$ cat src/rtl/io_pkg.sv
// Shared types and defaults for the IO decompressor row writer.
package io_pkg;

  typedef enum logic [1:0] {
    ST_IDLE   = 2'd0,
    ST_HEADER = 2'd1,
    ST_WRITE  = 2'd2,
    ST_DONE   = 2'd3
  } state_t;

  localparam int ADDR_W_DEF   = 10;
  localparam int CNN_BASE_DEF = 0;
  localparam int IMG_BASE_DEF = 2 ** (ADDR_W_DEF - 1);
  // The header length field is as wide as a memory address.
  localparam int HDR_LEN_W    = ADDR_W_DEF;

endpackage

$ cat src/rtl/io_addr_gen.sv
// Loadable write-address counter plus remaining-row down-counter.
module io_addr_gen
  import io_pkg::*;
#(
  parameter int ADDR_W = ADDR_W_DEF
) (
  input  logic              clk,
  input  logic              rst,
  input  logic              load_addr,
  input  logic [ADDR_W-1:0] base,
  input  logic              load_cnt,
  input  logic [ADDR_W-1:0] len,
  input  logic              step,
  output logic [ADDR_W-1:0] addr,
  output logic              last
);

  localparam logic [ADDR_W-1:0] ONE = {{(ADDR_W-1){1'b0}}, 1'b1};

  logic [ADDR_W-1:0] addr_r;
  logic [ADDR_W-1:0] rem_r;

  // Address and remaining-count registers.
  always_ff @(posedge clk or negedge rst) begin
    if (!rst) begin
      addr_r <= {ADDR_W{1'b0}};
      rem_r  <= {ADDR_W{1'b0}};
    end else begin
      if (load_addr) begin
        addr_r <= base;
      end else if (step) begin
        addr_r <= addr_r + ONE;
      end
      if (load_cnt) begin
        rem_r <= len;
      end else if (step) begin
        rem_r <= rem_r - ONE;
      end
    end
  end

  assign addr = addr_r;
  assign last = (rem_r == ONE);

endmodule

$ cat src/rtl/io_row_writer.sv
// Accepts a header plus decompressed rows and writes the rows sequentially
// into the selected CNN memory region (weights or image).
module io_row_writer
  import io_pkg::*;
#(
  parameter int ROW_SIZE = 16,
  parameter int ADDR_W   = ADDR_W_DEF,
  parameter int CNN_BASE = CNN_BASE_DEF,
  parameter int IMG_BASE = 2 ** (ADDR_W - 1)
) (
  input  logic                clk,
  input  logic                rst,
  input  logic                start,
  input  logic                cnn_img,
  input  logic                interrupt,
  input  logic                row_valid,
  input  logic [ROW_SIZE-1:0] row_data,
  output logic                row_ready,
  input  logic                mem_busy,
  output logic                mem_we,
  output logic [ADDR_W-1:0]   mem_addr,
  output logic [ROW_SIZE-1:0] mem_wdata,
  output logic                busy,
  output logic                done,
  output logic                err
);

  localparam logic [ADDR_W-1:0] CNN_BASE_V  = ADDR_W'(CNN_BASE);
  localparam logic [ADDR_W-1:0] IMG_BASE_V  = ADDR_W'(IMG_BASE);
  localparam logic [ADDR_W:0]   REGION_ROWS = (ADDR_W + 1)'(2 ** (ADDR_W - 1));

  state_t              state_r, next_s;
  logic                row_ready_s;
  logic                accept_s;
  logic                start_go_s;
  logic                hdr_acc_s;
  logic                wr_acc_s;
  logic                len_bad_s;
  logic [ADDR_W-1:0]   len_s;
  logic [ADDR_W-1:0]   base_s;
  logic [ADDR_W-1:0]   addr_s;
  logic                last_s;

  logic                mem_we_r;
  logic [ADDR_W-1:0]   mem_addr_r;
  logic [ROW_SIZE-1:0] mem_wdata_r;
  logic                busy_r;
  logic                done_r;
  logic                err_r;

  assign len_s     = row_data[ADDR_W-1:0];
  assign len_bad_s = (len_s == {ADDR_W{1'b0}}) || ({1'b0, len_s} > REGION_ROWS);
  assign base_s    = cnn_img ? IMG_BASE_V : CNN_BASE_V;

  // Handshake decode and next-state logic; interrupt overrides everything.
  always_comb begin
    next_s      = state_r;
    row_ready_s = 1'b0;
    case (state_r)
      ST_IDLE: begin
        if (start && !interrupt) begin
          next_s = ST_HEADER;
        end else begin
          next_s = ST_IDLE;
        end
      end
      ST_HEADER: begin
        row_ready_s = !interrupt;
        if (interrupt) begin
          next_s = ST_IDLE;
        end else if (row_valid) begin
          next_s = len_bad_s ? ST_DONE : ST_WRITE;
        end else begin
          next_s = ST_HEADER;
        end
      end
      ST_WRITE: begin
        row_ready_s = !mem_busy && !interrupt;
        if (interrupt) begin
          next_s = ST_IDLE;
        end else if (row_valid && !mem_busy && last_s) begin
          next_s = ST_DONE;
        end else begin
          next_s = ST_WRITE;
        end
      end
      ST_DONE: begin
        next_s = ST_IDLE;
      end
      default: begin
        next_s = ST_IDLE;
      end
    endcase
  end

  assign accept_s   = row_valid && row_ready_s;
  assign start_go_s = (state_r == ST_IDLE) && start && !interrupt;
  assign hdr_acc_s  = (state_r == ST_HEADER) && accept_s;
  assign wr_acc_s   = (state_r == ST_WRITE) && accept_s;

  io_addr_gen #(
    .ADDR_W (ADDR_W)
  ) u_addr_gen (
    .clk       (clk),
    .rst       (rst),
    .load_addr (start_go_s),
    .base      (base_s),
    .load_cnt  (hdr_acc_s && !len_bad_s),
    .len       (len_s),
    .step      (wr_acc_s),
    .addr      (addr_s),
    .last      (last_s)
  );

  // State and registered outputs; the write lands one cycle after its accept.
  always_ff @(posedge clk or negedge rst) begin
    if (!rst) begin
      state_r     <= ST_IDLE;
      mem_we_r    <= 1'b0;
      mem_addr_r  <= {ADDR_W{1'b0}};
      mem_wdata_r <= {ROW_SIZE{1'b0}};
      busy_r      <= 1'b0;
      done_r      <= 1'b0;
      err_r       <= 1'b0;
    end else begin
      state_r  <= next_s;
      mem_we_r <= wr_acc_s;
      if (wr_acc_s) begin
        mem_addr_r  <= addr_s;
        mem_wdata_r <= row_data;
      end
      busy_r <= (next_s != ST_IDLE);
      done_r <= (next_s == ST_DONE);
      if (start_go_s) begin
        err_r <= 1'b0;
      end else if (hdr_acc_s && len_bad_s) begin
        err_r <= 1'b1;
      end
    end
  end

  assign row_ready = row_ready_s;
  assign mem_we    = mem_we_r;
  assign mem_addr  = mem_addr_r;
  assign mem_wdata = mem_wdata_r;
  assign busy      = busy_r;
  assign done      = done_r;
  assign err       = err_r;

endmodule

$ cat config.mk
export PLATFORM = sky130hd
export DESIGN_NAME = io_row_writer
export DESIGN_NICKNAME = d
export VERILOG_FILES = /design/src/rtl/io_pkg.sv /design/src/rtl/io_addr_gen.sv /design/src/rtl/io_row_writer.sv
export SDC_FILE = /design/constraint.sdc
export NUM_CORES = 1
export LEC_CHECK = 0
export BUFFER_PORTS_ARGS = -buffer_cell sky130_fd_sc_hd__buf_2
export CAP_MARGIN = 40
export CORE_MARGIN = 10
export CORE_UTILIZATION = 53
export CTS_BUF_LIST = sky130_fd_sc_hd__clkbuf_16
export DETAILED_ROUTE_END_ITERATION = 10
export PLACE_DENSITY = 0.78
export SETUP_SLACK_MARGIN = 0.2
export SLEW_MARGIN = 20
export SYNTH_ARGS = -nofsm -noshare
export SYNTH_HDL_FRONTEND = slang
export SYNTH_SLANG_ARGS = --single-unit
$ cat constraint.sdc
create_clock -name clk -period 2.6 [get_ports clk]
set_clock_uncertainty 0.15 [all_clocks]
set_input_delay 0.13 -clock clk [delete_from_list [all_inputs] [get_ports clk]]
set_output_delay 0.13 -clock clk [all_outputs]
set_load 0.02 [all_outputs]
==> key figures <==
Status
  • Status: finished clean

Clock tree
  • Root Buffer: clkbuf_16
  • Worst-path clk slew: 70 ps
  • Post-CTS Setup Repair Bufs: 0
  • TritonCTS clock tree: yes
  • Htree depth: 2
  • Clk_lat worst skew: 290 ps
  • Clk sinks: 52
  • CTS Buffer Depth: 2
  • CTS buffer count: 5

Power and ir drop
  • Internal power: 1310 µW
  • Sequential power share: 0.497
  • Clk network pwr share: 0.377
  • Power Density: 567 nW/µm²
  • Power share of the combinational group: 0.126
  • Leakage: 0.00165 µW
  • Switch share: 0.256
  • VDD IR max: 328 µV
  • Net Sw Power: 453 µW
  • Total power: 1770 µW

Setup path
  • Nature of the critical path endpoint: register
  • Data required time of the worst path: 2630 ps
  • Crit-path max cell delay: 350 ps
  • Worst-path fanout max: 18
  • Worst Setup Path Type: reg -> reg
  • RR Startpoint: state_r[1]
  • WP data arrival: 2170 ps
  • Reg2reg path depth: 8
  • Crit-path slowest cell: dfrtp_1
  • R2R Setup Slk: 460 ps
  • Setup crit start: state_r[1]
  • Reg2reg end: u_addr_gen.rem_r[8]
  • Startpoint types: register
  • Worst path cell trace: inv_1 -> ha_1 -> and3b_1 -> nand3_2 -> inv_2 -> nand4b_1 -> xnor2_1 -> mux2_2

Job
  • Max cap viols: 0

Yosys
  • Syn. warnings: 0
  • Area share of the largest cell type after synthesis: 0.534
  • Compound-Gate Fraction of Synth Area: 0.0601
  • Netlist cell types: 41
  • Mux contribution to synthesized area: 0.0231
  • Top-count cell post-synth: nand2_1
  • Cell Area, Synth: 2440 µm²
  • Syn Inst Count: 257
  • Synthesized Nets: 286
  • Dominant cell type by area after synthesis: dfrtp_1
  • Post-Synth Adder-Cell Area: 0.0308
  • Post-synth EDFFs: 0
  • XOR/XNOR Fraction of Synth Area: 0.0575
  • Post-synthesis simple-gate area fraction: 0.263
  • Top FF cell, synth: dfrtp_1
  • Largest family of logic cells by synthesized area: simple AND/OR/NAND/NOR gates
  • Mean Syn Cell Area: 9.48 µm²
  • Register area share after synthesis: 0.534
  • Async SR Flop Fraction: 1.00
  • Synth cell count leaders: nand2_1, dfrtp_1, nor2_1
  • Flop and latch count out of synthesis: 52
  • Synth top area cells: dfrtp_1, nand2_1, xnor2_1, ha_1, nor2_1

Layout
  • Layout area overhead: 27.9%
  • Fin area: 3120 µm²
  • Final net count: 364
  • Diode count: 0
  • Share of layout cells above drive strength 1: 0.235
  • Post-Layout Cell Count: 388

Floorplan
  • Rows: 24
  • Core area: 4410 µm²
  • Boundary Pins: 54
  • Starting density of the core: 0.552
  • Die W: 87.8 µm
  • DIE AREA: 7710 µm²
  • Die Y: 87.8 µm

Route
  • DRT antenna net count: 0
  • Post-Route WL: 5740 µm
  • Total number of vias: 2023
  • Via/cell ratio: 5.21
  • Drt pass-1 iters: 4
  • Iter 0 DRT Violations: 80
  • Routed WL per cell: 14.8 µm
  • Final routed DRC violation total: 0

Global routing
  • Largest net degree at the start of global routing: 33
  • Total track usage: 0.159
  • Number of global-route vias before repair: 2047
  • First-pass GRT wire length: 9910 µm
  • Initial antenna violation count: 0
  • Total gr overflow: 0

STA
  • Minimum clock period: 2140 ps
  • Setup total negative slack: 0 ps
  • RSZ-0062 raised after global routing: false
  • Final hold vios: 0
  • Peak Freq: 0.468 GHz
  • Final setup vio count: 0
  • Pins Over Slew Limit: 0
  • Slew HR: 0.758
  • Setup ws final: 463 ps
  • Worst slew pin tran: 363 ps
  • Final period util: 0.822

Placement
  • Placed insts: 361
  • Dpl cell area: 2780 µm²
  • Post-detail-place hpwl: 4080 µm
  • Input/output buffers: 53
  • Gpl congestion: 0.820
  • DP Worst Slack: 472 ps

Hold path
  • Worst hold stages: 3
  • WHS Endpoint: state_r[1]
  • Min-delay src: row_valid
  • Worst Hold Class: in -> reg
## cells in the final DEF, fill, tap and decap left out, types with 3 or more instances in the layout
master | netlist | layout
dlygate4sd3_1 | 0 | 19
o21ai_1 | 6 | 6
xnor2_1 | 13 | 13
a21oi_1 | 5 | 5
mux2_2 | 3 | 3
ha_1 | 6 | 6
o21ai_0 | 4 | 4
inv_1 | 8 | 8
buf_4 | 2 | 7
dfrtp_1 | 52 | 52
nand2_1 | 90 | 90
nand4_1 | 5 | 5
xor2_1 | 3 | 3
nor3_1 | 8 | 8
nor4_1 | 3 | 3
clkbuf_16 | 0 | 5
nor2_1 | 15 | 15
buf_2 | 4 | 53
## cell families after synthesis
group / Yosys count
buf+inv: 17
simple gates: 138
xor+xnor: 16
compound gates: 24
fa+ha+maj: 6
flops: 52
mux: 4
## metrics by stage
| step | hold slack [ps] | utilization |
|---|---|---|
| final | 51.2 | 0.706 |
| after global routing | 50.5 | 0.706 |
| after floorplan | -316 | - |
| after global placement | -86.0 | 0.629 |
| after detailed placement | -84.9 | 0.629 |
| after CTS | 43.4 | 0.706 |
## state kept, by name, indices dropped and copies added, names as in the netlist
name and cells:
err 1, done 1, state_r 2, mem_addr 10
busy 1, mem_wdata 16, mem_we 1, u_addr_gen.addr 10
u_addr_gen.rem_r 10
## repair_timing
action / 4_1_cts / 5_1_grt
endpoints found under the hold margin: 58 / 0
resized for setup: 0 / 0
hold buffers: 19 / 0
## worst max-delay path, delay by kind of cell, from the launching register on
family	cells	cell delay (ps)
XOR/XNOR	1	160
adder cells (fa/ha/maj)	1	290
buffers and inverters	2	340
flip-flops	1	350
multiplexers	1	260
AND/OR/NAND/NOR	3	470
## power by group through the flow
stage               Combinational [µW]  Clock (µW)  Sequential, µW
floorplan                          120           0             893
global placement                   198           0             892
detailed placement                 202           0             892
CTS                                225         680             877
global route                       252         711             882
finish                             223         667             878
## cell type report
cell class	instances	area (µm²)
Timing Repair Buffer	79	508
Sequential cell	52	1300
Inverter	9	33.8
Clock buffer	5	125
Tap cell	52	65.1
Fill cell	323	1300
Clock inverter	3	25.0
Multi-Input combinational cell	188	1060
## layer usage
layer,global-route usage,wire (µm),vias up
met5,0,0,-
met4,0.0522,78,0
met3,0.0585,596,7
met2,0.254,2690,78
met1,0.194,2380,935
li1,-,-,1003
## worst max path at each step
| stage | depth (start not counted) | end | slack [ps] |
|---|---|---|---|
| 3_5_place_dp | 8 | u_addr_gen.rem_r[8] | 470 |
| 4_1_cts | 8 | u_addr_gen.rem_r[8] | 450 |
| 6_report | 8 | u_addr_gen.rem_r[8] | 460 |
| 2_1_floorplan | 7 | u_addr_gen.addr[9] | 710 |
| 5_1_grt | 8 | u_addr_gen.rem_r[8] | 330 |
| 3_3_place_gp | 8 | u_addr_gen.rem_r[8] | 560 |
(Power assumes the default switching activity.)
